==> src/rtl/rob_retire.sv <==
// rob_retire
// In-order commit stage sitting directly after the reorder buffer. Each cycle
// it looks at up to EXT_COUNT head entries and retires the longest legal
// prefix, acknowledging the ROB combinationally. It issues registered
// register-file writes, offers at most one store per cycle to the store
// buffer, and stops for good once a halt commits. Killed entries drain
// without any architectural effect.
//
// Ports
//   clock, reset          single clock, synchronous active-high reset
//   slot_*                per-head-entry status, data and kind flags
//   consume               retire this cycle (combinational)
//   consume_count         entries retired minus one (combinational)
//   rf_we/waddr/wdata     register-file write ports (registered, 1 cycle)
//   sb_valid/addr/data    store offered to the store buffer (registered)
//   sb_ready              store buffer accepts when sb_valid && sb_ready
//   halted                a halt has committed
//   retired_count         running count of non-killed retired entries
//
// State | Meaning
// ------+--------------------------------------------------------------
// RUN   | normal operation, retire groups are formed every cycle
// HALTED| a halt committed; nothing retires until reset
module rob_retire #(
    parameter int EXT_COUNT    = 4,
    parameter int EXTCOUNTLOG2 = $clog2(EXT_COUNT)
) (
    input  logic                            clock,
    input  logic                            reset,
    input  logic [EXT_COUNT-1:0]            slot_valid,
    input  logic [EXT_COUNT-1:0]            slot_kill,
    input  logic [EXT_COUNT-1:0][4:0]       slot_dest_reg,
    input  logic [EXT_COUNT-1:0]            slot_dest_reg_valid,
    input  logic [EXT_COUNT-1:0][31:0]      slot_result,
    input  logic [EXT_COUNT-1:0]            slot_is_store,
    input  logic [EXT_COUNT-1:0][31:0]      slot_store_addr,
    input  logic [EXT_COUNT-1:0]            slot_is_halt,
    output logic                            consume,
    output logic [EXTCOUNTLOG2-1:0]         consume_count,
    output logic [EXT_COUNT-1:0]            rf_we,
    output logic [EXT_COUNT-1:0][4:0]       rf_waddr,
    output logic [EXT_COUNT-1:0][31:0]      rf_wdata,
    output logic                            sb_valid,
    output logic [31:0]                     sb_addr,
    output logic [31:0]                     sb_data,
    input  logic                            sb_ready,
    output logic                            halted,
    output logic [31:0]                     retired_count
);

    typedef enum logic {
        RUN    = 1'b0,
        HALTED = 1'b1
    } state_t;

    state_t state;

    logic [EXT_COUNT-1:0]    take;
    logic [EXT_COUNT-1:0]    we_next;
    logic                    store_take;
    logic [EXTCOUNTLOG2-1:0] store_idx;
    logic                    halt_take;
    logic [EXTCOUNTLOG2:0]   group_size;
    logic [EXTCOUNTLOG2:0]   live_size;
    logic                    store_free;

    // The store slot is usable if empty or being emptied on this very edge.
    assign store_free = !sb_valid || sb_ready;

    // Prefix scan: once any entry refuses to join, nothing younger may join.
    always_comb begin
        logic stop;
        take       = '0;
        store_take = 1'b0;
        store_idx  = '0;
        halt_take  = 1'b0;
        group_size = '0;
        live_size  = '0;
        // Reset gating keeps consume low while reset is held.
        stop       = (state != RUN) || reset;
        for (int i = 0; i < EXT_COUNT; i++) begin
            if (!stop) begin
                if (!slot_valid[i]) begin
                    stop = 1'b1;
                end else if (slot_kill[i]) begin
                    take[i]    = 1'b1;
                    group_size = group_size + 1'b1;
                end else if (slot_is_store[i] && (store_take || !store_free)) begin
                    stop = 1'b1;
                end else begin
                    take[i]    = 1'b1;
                    group_size = group_size + 1'b1;
                    live_size  = live_size + 1'b1;
                    if (slot_is_store[i]) begin
                        store_take = 1'b1;
                        store_idx  = EXTCOUNTLOG2'(i);
                    end
                    if (slot_is_halt[i]) begin
                        halt_take = 1'b1;
                        stop      = 1'b1;
                    end
                end
            end
        end
    end

    assign consume       = (group_size != '0);
    assign consume_count = (group_size == '0) ? '0
                                              : EXTCOUNTLOG2'(group_size - 1'b1);

    // A write is enabled only if no younger live group member targets the
    // same register, so each register number reaches at most one port.
    always_comb begin
        for (int i = 0; i < EXT_COUNT; i++) begin
            we_next[i] = take[i] && !slot_kill[i] && slot_dest_reg_valid[i]
                         && (slot_dest_reg[i] != 5'd0);
            for (int j = 0; j < EXT_COUNT; j++) begin
                if ((j > i) && take[j] && !slot_kill[j] && slot_dest_reg_valid[j]
                    && (slot_dest_reg[j] == slot_dest_reg[i])) begin
                    we_next[i] = 1'b0;
                end
            end
        end
    end

    always_ff @(posedge clock) begin
        if (reset) begin
            state         <= RUN;
            halted        <= 1'b0;
            rf_we         <= '0;
            rf_waddr      <= '0;
            rf_wdata      <= '0;
            sb_valid      <= 1'b0;
            sb_addr       <= '0;
            sb_data       <= '0;
            retired_count <= '0;
        end else begin
            rf_we <= we_next;
            for (int i = 0; i < EXT_COUNT; i++) begin
                rf_waddr[i] <= we_next[i] ? slot_dest_reg[i] : 5'd0;
                rf_wdata[i] <= we_next[i] ? slot_result[i]   : 32'd0;
            end

            // A new store may retire on the same edge the old one is accepted.
            if (store_take) begin
                sb_valid <= 1'b1;
                sb_addr  <= slot_store_addr[store_idx];
                sb_data  <= slot_result[store_idx];
            end else if (sb_valid && sb_ready) begin
                sb_valid <= 1'b0;
            end

            retired_count <= retired_count + 32'(live_size);

            case (state)
                RUN: begin
                    if (halt_take) begin
                        state  <= HALTED;
                        halted <= 1'b1;
                    end
                end
                HALTED: begin
                    halted <= 1'b1;
                end
                default: begin
                    state  <= RUN;
                    halted <= 1'b0;
                end
            endcase
        end
    end

endmodule

==> config.mk <==
export PLATFORM = sky130hd
export DESIGN_NAME = rob_retire
export DESIGN_NICKNAME = d
export VERILOG_FILES = /design/src/rtl/rob_retire.sv
export SDC_FILE = /design/constraint.sdc
export NUM_CORES = 1
export LEC_CHECK = 0
export ABC_CLOCK_PERIOD_IN_PS = 7200
export CORE_AREA = 2 2 213 215
export DETAILED_ROUTE_END_ITERATION = 10
export DIE_AREA = 0 0 215 217
export GPL_ROUTABILITY_DRIVEN = 0
export PLACE_DENSITY = 0.66
export SLEW_MARGIN = 5
export SYNTH_ARGS = -nofsm -noshare
export SYNTH_HDL_FRONTEND = slang
export SYNTH_SLANG_ARGS = --single-unit
==> constraint.sdc <==
create_clock -name clock -period 7.2 [get_ports clock]
set_input_delay 1.44 -clock clock [delete_from_list [all_inputs] [get_ports clock]]
set_output_delay 1.44 -clock clock [all_outputs]
set_load 0.01 [all_outputs]
==> results <==
- The sum of negative setup slack is 0 ns.
- The number of antenna violations at the first check in global routing is 1.
- The startpoint type of the worst setup path is a primary input.
- In this run the mean area of a mapped cell was 9.20 um^2.
- Summed over all cells, the static leakage comes to 6.73 nW.
- The first TritonRoute pass finished after 6 iterations.
- The number of slew-limit violations in the final report is 0.
- The via count of the first global-routing pass came to 11500.
- The buffer levels on the longest clock path is 3.
- From synthesis to final layout, the design area changed by 62.0%.
- The number of enable-type register cells in the synthesized netlist is 0.
- The total die area is 46700 um^2.
- The core region is 44700 um^2.
- Counting every instance in the synthesized netlist gives 1216.
- The number of cell rows is 78.
- In this run the worst setup path terminates at consume.
- Prior to clock tree synthesis, the placed netlist has a worst setup slack of 0.213 ns.
- The share of total power in sequential cells is 0.433.
- The total standard cell area after synthesis is 11200 um^2.
- In the global route stage, met2 resource usage came out at 0.366.
- Data on the critical path arrives at its endpoint at 5.42 ns.
- The clock sink total is 251.
- The initial core utilization is 0.250.
- After detailed routing, the total wire length is 50.0 mm.
- The startpoint-to-endpoint class of the critical path is in2out.
- The total of max-cap violations is 0.
- The analysis attributes to net switching a power of 784 uW.
- The library cell used most frequently in the layout, excluding fill and tap cells, is sky130_fd_sc_hd__clkdlybuf4s50_1.
- The predominant post-synthesis flop cell is sky130_fd_sc_hd__dfxtp_1.
- The maximum fanout along the worst path is 5.
- The number of failing setup endpoints in the final timing report is 0.
- Entering global routing, the biggest net connects 66 pins.
- The clock insertion delay at the later pin of the skew report is 0.55 ns.
- The count of unique library cells instantiated by Yosys is 65.
- In the post-route analysis, the smallest setup slack over all paths is 0.338 ns.
- In the post-synthesis netlist, the biggest area contributors are sky130_fd_sc_hd__dfxtp_1 45%, sky130_fd_sc_hd__a221o_1 5.7%, sky130_fd_sc_hd__mux2_2 5.4%.
- The fraction of registers with async set or reset after synthesis is 0.
- The overall overflow remaining after global route is 0.
- The share of total power in combinational logic is 0.132.
- The worst ir drop on vdd is 0.155 mV.
- The die height is 217 um.
- The number of standard cells in the final layout excluding fillers is 2331.
- After detailed routing, the number of remaining DRC violations is 0.
- The clock period minus worst slack is 6.86 ns.
- The post-synthesis sequential element count is 251.
- The transition time at the pin with the least slew margin is 1.15 ns.
- The startpoint of the most critical register-to-register path is state.
- In the global route stage, met1 resource usage came out at 0.239.
- The endpoint kind of the worst setup timing path is an output port.
- The dominant cell type by area after synthesis is sky130_fd_sc_hd__dfxtp_1.
- The worst slew margin relative to its limit is 0.227.
- The global routing's busiest layer is met2.
- The number of antenna-violating nets in the routed design is 0.
- The required time of the worst setup path is 5.76 ns.
- The number of filler instances in the final layout is 4491.
- The final-stage net count is 2020.
- The detailed router finished its first iteration with 987 violations.
- Counting every net in the synthesized netlist gives 1525.
- The share of total power dissipated in the clock network is 0.435.
- Of the synthesized area, sequential elements account for 0.449.
- The min-delay analysis places its worst path in the category reg2reg.
- Setup repair after global routing left no endpoint under its margin.
- The count of input and output buffers is 551.
- The number of hold violations in the final report is 0.
- In the routed layout, each cell is associated on average with a via count of 4.97.
- The net switching share of the total power is 0.239.
- In the finished design, the share of the clock period the worst path needs comes to 0.953.
- The clock-pin slew reported for the worst setup and hold paths after clock tree synthesis is 0.06 ns.
- The met3 usage is 0.0502.
- Of the cells placed in the final design, the portion with a size suffix greater than 1 is 0.0919.
- The flow ran to the end, and the final reports show no timing, DRC or antenna violations.
- The overall routing resource usage is 0.204.
- The maximum frequency from static timing analysis is 146 MHz.
- The proportion of netlist area held by the largest area contributor is 0.449.
- In this run the critical register-to-register path is captured at retired_count[15].
- The ratio of total power to cell area is 181 nW/um^2.
- Dividing the detail-routed wire length by the instance count gives 21.5 um.
- CTS built an H-tree with a depth of 1.
- In this run, placement finished with an instance count of 2280.
- The cell count of the worst reg-to-reg path is 16.
- The number of warnings reported in the yosys synthesis log is 0.
- The CTS tree is yes.
- The internal cell power is 2.50 mW.
- During I/O placement, the number of pins put on the boundary was 552.
- The source of the critical timing path is slot_valid[0].
- The number of hold buffers added after CTS was 0.
- The number of buffers added by the clock tree synthesis step is 28.
- From left edge to right edge, the die measures 215 um.
- The clock skew after layout is 0.00788 ns.
- The count of vias placed by the detailed router is 11600.
- The reg2reg setup slack is 2.49 ns.
- The global-route wire length before repair is 73.4 mm.
- In the layout the commonest cells are 549 x sky130_fd_sc_hd__clkdlybuf4s50_1, 251 x sky130_fd_sc_hd__dfxtp_1, 90 x sky130_fd_sc_hd__nor3_1.
- Once detailed placement completed, the half-perimeter wirelength came to 35.9 mm.
- The tree is rooted in a sky130_fd_sc_hd__clkbuf_16.
-- state kept, by name (all words and copies together), names as in the netlist --
| name | count |
|---|---|
| sb_addr | 32 |
| retired_count | 32 |
| sb_valid | 1 |
| rf_we | 4 |
| state | 1 |
| sb_data | 32 |
| rf_waddr | 20 |
| halted | 1 |
| rf_wdata | 128 |
-- critical path, stage by stage --
cell and delay [ns]:
sky130_fd_sc_hd__clkdlybuf4s50_1 0.47, sky130_fd_sc_hd__or3b_1 0.41, sky130_fd_sc_hd__o21ai_2 0.15, sky130_fd_sc_hd__nand2_1 0.11, sky130_fd_sc_hd__ha_1 0.30, sky130_fd_sc_hd__nor2b_1 0.12, sky130_fd_sc_hd__o21ai_1 0.17, sky130_fd_sc_hd__inv_1 0.12
sky130_fd_sc_hd__ha_1 0.38, sky130_fd_sc_hd__nand2_1 0.07, sky130_fd_sc_hd__o21ai_0 0.09, sky130_fd_sc_hd__ha_1 0.21, sky130_fd_sc_hd__xor2_1 0.25, sky130_fd_sc_hd__nor2_1 0.07, sky130_fd_sc_hd__o211ai_1 0.10, sky130_fd_sc_hd__o41ai_1 0.10
sky130_fd_sc_hd__a2bb2oi_1 0.27, sky130_fd_sc_hd__clkdlybuf4s50_1 0.60
-- per-layer routing --
metal  wire [um]  up-vias  part of all wire
met5           0        -                 0
met4        1290        0             0.026
li1            -     5323                 -
met1       19500     5596              0.39
met2       24900      574              0.50
met3        4360       82             0.087
-- stage by stage --
stage | hold WS [ns] | util | instance area (um^2) | power, mW
floorplan | 0.484 | - | 11200 | 1.60
global placement | 0.460 | 0.385 | 17200 | 1.88
detailed placement | 0.472 | 0.385 | 17200 | 1.88
CTS | 0.483 | 0.405 | 18100 | 3.32
global route | 0.505 | 0.405 | 18100 | 3.40
finish | 0.485 | 0.405 | 18100 | 3.29
-- logic make-up (layout without fill, tap and decap cells) --
| group | count (synthesis) | in the layout | synth area share |
|---|---|---|---|
| adders and majority gates | 12 | 12 | 0.0136 |
| xor gates and xnor gates | 63 | 63 | 0.0493 |
| AOI/OAI and AO/OA | 248 | 248 | 0.154 |
| and+or+nand+nor | 384 | 384 | 0.193 |
| buffers and inverters | 191 | 705 | 0.0733 |
| muxes | 67 | 67 | 0.0674 |
| other | 0 | 1 | 0 |
| DFF | 251 | 251 | 0.449 |
-- synthesized netlist by cell type, drive strengths merged (2+ instances only) --
library cell  instances
o2111ai               2
dfxtp               251
ha                    9
or2                   2
a211oi                3
nor4                 17
xnor2                29
nor2                 51
o32ai                 3
xor2                 34
nor3b                23
nand3                81
a21oi                76
and4                  4
o21ai                73
inv                  86
a221o                64
a211o                 2
nand4                10
maj3                  2
nand3b               10
a31o                  2
a31oi                 2
or3b                  2
nand2b                8
nand2                27
a2111o                3
buf                  46
or3                   3
and3                 35
a21o                  6
nor4b                 2
nor3                 91
nor2b                 8
and2                  8
clkbuf               59
mux2                 67
-- worst min-delay path by stage --
stage | from | to | slack, ns | cells after the start
3_5_place_dp | sb_addr[20] | sb_addr[20] | 0.47 | 1
2_1_floorplan | halted | halted | 0.48 | 2
4_1_cts | halted | halted | 0.48 | 2
5_1_grt | halted | halted | 0.50 | 2
3_3_place_gp | halted | halted | 0.46 | 2
6_report | sb_addr[20] | sb_addr[20] | 0.48 | 1
-- power by group through the flow --
stage	Combinational (mW)	Clock [mW]	Sequential (mW)
final	0.435	1.43	1.42
after global routing	0.463	1.51	1.42
after CTS	0.435	1.46	1.42
after detailed placement	0.431	0	1.45
after global placement	0.428	0	1.45
after floorplan	0.142	0	1.46
-- layout make-up --
cell class / count / area (um^2) / area share
multi-input combinational: 774 / 5430 / 0.300
antenna: 1 / 2.50 / 0.000138
timing repair buffer: 570 / 5680 / 0.313
clock inverter: 10 / 104 / 0.00573
sequential: 251 / 5020 / 0.277
clock buffer: 39 / 803 / 0.0443
tap: 600 / 751 / 0.0414
inverter: 86 / 323 / 0.0178
-- timing repair --
item | in CTS | in global routing
setup buffers | 0 | 0
resized for setup | 0 | 1
hold endpoints to repair | 0 | 0
setup endpoints to repair | 0 | 1
Note: power is estimated with default switching activity, not from simulation.
==> RTL change 1, RTL diff (config.mk and constraints unchanged) <==
`EXT_COUNT`: 4 -> 2.
--- a/src/rtl/rob_retire.sv
+++ b/src/rtl/rob_retire.sv
@@ -23,5 +23,5 @@
 // HALTED| a halt committed; nothing retires until reset
 module rob_retire #(
-    parameter int EXT_COUNT    = 4,
+    parameter int EXT_COUNT    = 2,
     parameter int EXTCOUNTLOG2 = $clog2(EXT_COUNT)
 ) (
Interface: changed (12 resized); port bits go from 552 to 327. No check against the original RTL was run, so the function may have changed too.
==> RTL change 1 against the unedited design <==
  * Register-to-register slack gained 0.91 ns
  * Non-clock buffer count is 237 lower
  * Design area decreased by 37%
  * Power shrank 35%
  * Global-route usage is 8.6 points lower
  * Setup slack better by 1.3 ns
  * Sequential cell count shrank 76
  * Wire length shrank 46%
  * Area after synthesis decreased by 38%
  * Die area unchanged
  * Critical endpoint is now consume_count
  * Highest routed layer is now met5
==> RTL change 1: results (changes against the unedited design) <==
status: "completed"
htree_levels: 4  # +3
synth_fp_nets: 851  # -44%
port_buffers: 326  # -41%
routed_wl_um: 27200  # -46%
crit_family: "buffers and inverters"
antenna_found_initial: 3  # +2
ff2ff_path_depth: 12  # -4
cts_resized: 0  # unchanged
grt_max_degree: 65  # -1.5%
p_sw_uw: 532  # -32%
worstHoldPathCells: 2  # +1
post-dp-hpwl_um: 18900  # -47%
gr-usage-all-layers_pct: 11.7  # -8.6 points
cp-startpoint: "slot_valid[0]"
clock_latency_ns: 0.49  # -0.06 ns
dpl-instance-area_um2: 10800  # -37%
drt-pass1-iter-count: 5  # -1
worst_ep_arrival_time_ns: 4.10  # -1.32 ns
nFillCells: 4785  # +6.5%
ir_drop_mv: 0.110  # -29%
synthDistinctLibCells: 49  # -25%
first_iter_violations: 450  # -54%
grt_pass1_vias: 6849  # -41%
clkTransAtPathRegs_ns: 0.06  # about the same
cp_max_fo: 8  # +3
slowest_delay_ns: 0.59
postCtsSetupBuffers: 0  # unchanged
cts_buffer_depth: 2  # -1
place_ws_ns: 1.72  # +1.50 ns
ys_warn_count: 0  # unchanged
cts_root_buf: "clkbuf_16"
slowest_stage: "clkdlybuf4s50_1"
largest_reg_flops: 64  # -50%
regMostFlops: "rf_wdata"
max_slew_margin_pct: 34.3  # +12 points
seq_area_frac_synth_pct: 50.3  # +5.4 points
regArea_um2: 3500  # -30%
rr_startpoint: "state$_SDFF_PP0_"
synth_fa_ha_area_share_pct: 1.01  # -0.36 points
synth_compound_area_share_pct: 26.5  # +11 points
combPwrFrac_pct: 11.2  # -2.0 points
nNetsFinal: 1145  # -43%
synthArstFlopShare_pct: 0  # unchanged
min_from: "halted$_SDFFE_PP0P_"
synth_xor_area_share_pct: 1.64  # -3.3 points
wl_per_cell_um: 17.0  # -21%
power_leakage_nw: 4.06  # -40%
yosys-top-cells-count: "dfxtp_1, a21oi_1, inv_1"
cts_buffers: 17  # -39%
power.total_mw: 2.15  # -35%
grt_pass1_wl_um: 41100  # -44%
vias_per_cell: 4.19  # -16%
hp-class: "reg2reg"
clk-power_uw: 907  # -37%
synthTopCellsByArea: "dfxtp_1, o221a_2, a21oi_1, inv_1, and2_1"
skew_ns: 0.0217  # +0.0138 ns
drive_above_1_share_pct: 12.5  # +3.3 points
syn_area_per_cell_um2: 10.0  # +8.8%
synthMuxAreaShare_pct: 0.324  # -6.4 points
## RTL change 1: cell families after synthesis
group / after synthesis
adders and majority gates: 5
AOI/OAI and AO/OA: 224
xor gates and xnor gates: 13
muxes: 2
and+or+nand+nor: 137
buffers and inverters: 139
DFF: 175
## RTL change 1: metal layers
layer  track usage [%]  vias up  routed length [µm]
li1                  -     3126                   -
met2              19.1      299               13000
met1              13.5     3244               11500
met5                 0        -                  13
met3              4.19       38                1960
met4              6.07        2                 729
## RTL change 1: final timing paths
path | to | slack [ns]
worst max-delay path | consume_count | 1.66
worst min-delay path | halted$_SDFFE_PP0P_ | 0.46
worst max register to register | retired_count[20]$_SDFF_PP0_ | 3.40
worst min register to register | halted$_SDFFE_PP0P_ | 0.46
## RTL change 1: area by class of cell
cell class / count / area share, %
clock buffer: 21 / 3.97
clock inverter: 10 / 0.905
antenna: 1 / 0.0221
timing repair buffer: 333 / 29.2
sequential: 175 / 30.9
inverter: 81 / 2.68
tap: 600 / 6.62
multi-input combinational: 381 / 25.7
==> RTL change 2, RTL diff (same flow settings) <==
Without the edit above. Make the reset (`reset`) asynchronous in one clocked block. Comments in the files are not updated.
--- a/src/rtl/rob_retire.sv
+++ b/src/rtl/rob_retire.sv
@@ -124,5 +124,5 @@
     end
 
-    always_ff @(posedge clock) begin
+    always_ff @(posedge clock or posedge reset) begin
         if (reset) begin
             state         <= RUN;
Function: differs if reset is asserted again (counterexample within 4 cycles, from zero or initial values and one cycle with reset high); with reset held inactive, the same outputs for 4 cycles.
==> RTL change 2 against the unedited design <==
  * First-iteration DRC count fell by 13%
  * Setup slack got worse by 0.077 ns
  * Die area did not move
  * Sequential cell count did not move
  * Design area rose by 2.5%
  * Area after synthesis fell by 0.13%
  * Wire length fell by 4.3%
  * Fmax fell by 1.1%
  * Final cell count fell by 5.0%
  * Highest routed layer unchanged
Power is not compared: it rests on default switching activity, and its combinational part moved more than twofold at a synthesized area within 25%.
==> RTL change 2: results (changes against the unedited design) <==
cts_buffers: 31  # +11%
place_ws_ns: 0.128  # -0.0849 ns
synthArstFlopShare_pct: 100  # +100 points
rrSetupSlack_ns: 2.11  # -0.38 ns
crit_family: "simple AND/OR/NAND/NOR gates"
drive_above_1_share_pct: 6.26  # -2.9 points
synth_fp_nets: 1357  # -11%
worst_ep_arrival_time_ns: 5.50  # +0.08 ns
seq_area_frac_synth_pct: 56.2  # +11 points
hold_ws_ns: 0.478  # -0.00701 ns
post-dp-hpwl_um: 34800  # -3.1%
clock_latency_ns: 0.57  # +0.02 ns
num_vias: 10800  # -6.8%
min_from: "retired_count[31]$_DFF_PP0_"
drt-pass1-iter-count: 5  # -1
vias_per_cell: 4.87  # -1.9%
synth_fa_ha_area_share_pct: 1.19  # -0.18 points
grt_max_degree: 136  # +110%
synth_flop_cell: "dfrtp_1"
cp_max_fo: 4  # -1
place_inst: 2156  # -5.4%
rr_startpoint: "state$_DFF_PP0_"
status: "completed"
wl_per_cell_um: 21.6  # +0.76%
first_iter_violations: 856  # -13%
nNetsFinal: 1898  # -6.0%
synth_xor_area_share_pct: 5.10  # +0.16 points
synthDistinctLibCells: 57  # -12%
yosys-top-cells-count: "dfrtp_1, and2_1, nor2_1"
synthMuxAreaShare_pct: 0.594  # -6.2 points
max_slew_margin_pct: 26.1  # +3.5 points
dpl-instance-area_um2: 17500  # +1.6%
r2r_end: "retired_count[31]$_DFF_PP0_"
synthTopCellsByArea: "dfrtp_1, and2_1, a21boi_0, a31oi_1, o22ai_1"
holdPathEnd: "retired_count[31]$_DFF_PP0_"
ys_warn_count: 0  # unchanged
syn_area_per_cell_um2: 10.7  # +16%
grt_pass1_wl_um: 70800  # -3.5%
gr-usage-all-layers_pct: 19.8  # -0.59 points
skew_ns: 0.0152  # +0.00728 ns
[RTL change 2: cell count changes after synthesis, sizes merged, moves of 67 or more]
| cell | before | now |
|---|---|---|
| dfrtp | 0 | 251 |
| dfxtp | 251 | 0 |
| and2 | 8 | 113 |
| inv | 86 | 11 |
| a21oi | 76 | 5 |
| o21ai | 73 | 6 |
[RTL change 2: layout make-up]
type                    instances  area, µm²
clock inverters                16        230
multi-input cells             720       4680
flip-flops and latches        251       6280
diodes                          1       2.50
fillers                      4372      26100
well taps                     600        751
clock buffers                  42        867
repair buffers                574       5710
inverters                      11       45.0
[RTL change 2: layer usage]
| layer | global-route usage, % | part of all wire (%) |
|---|---|---|
| met5 | 0 | 0 |
| met2 | 33.3 | 48 |
| met3 | 4.51 | 8.3 |
| met1 | 24.7 | 40 |
| met4 | 7.52 | 3.9 |
[RTL change 2: power groups by stage]
stage	clock network (mW)	logic (mW)	registers, mW
3_5_place_dp	0	1.07	1.74
4_1_cts	1.70	1.08	1.72
2_1_floorplan	0	0.299	1.81
6_report	1.66	1.07	1.72
3_3_place_gp	0	1.06	1.73
5_1_grt	1.76	1.14	1.74
[RTL change 2: cell families after synthesis]
| kind of cell | Yosys count |
|---|---|
| xor+xnor | 65 |
| flops | 251 |
| simple gates | 410 |
| mux | 6 |
| fa+ha+maj | 10 |
| buf+inv | 77 |
| compound gates | 229 |
[RTL change 2: worst max-delay path by stage]
stage                       end  slack, ns  startpoint  cells after the start
2_1_floorplan  consume_count[0]       0.66       reset                     14
3_3_place_gp   consume_count[0]       0.30       reset                     15
3_5_place_dp   consume_count[0]       0.13       reset                     15
4_1_cts        consume_count[0]       0.10       reset                     15
5_1_grt                 consume       0.05       reset                     15
6_report                consume       0.26       reset                     15
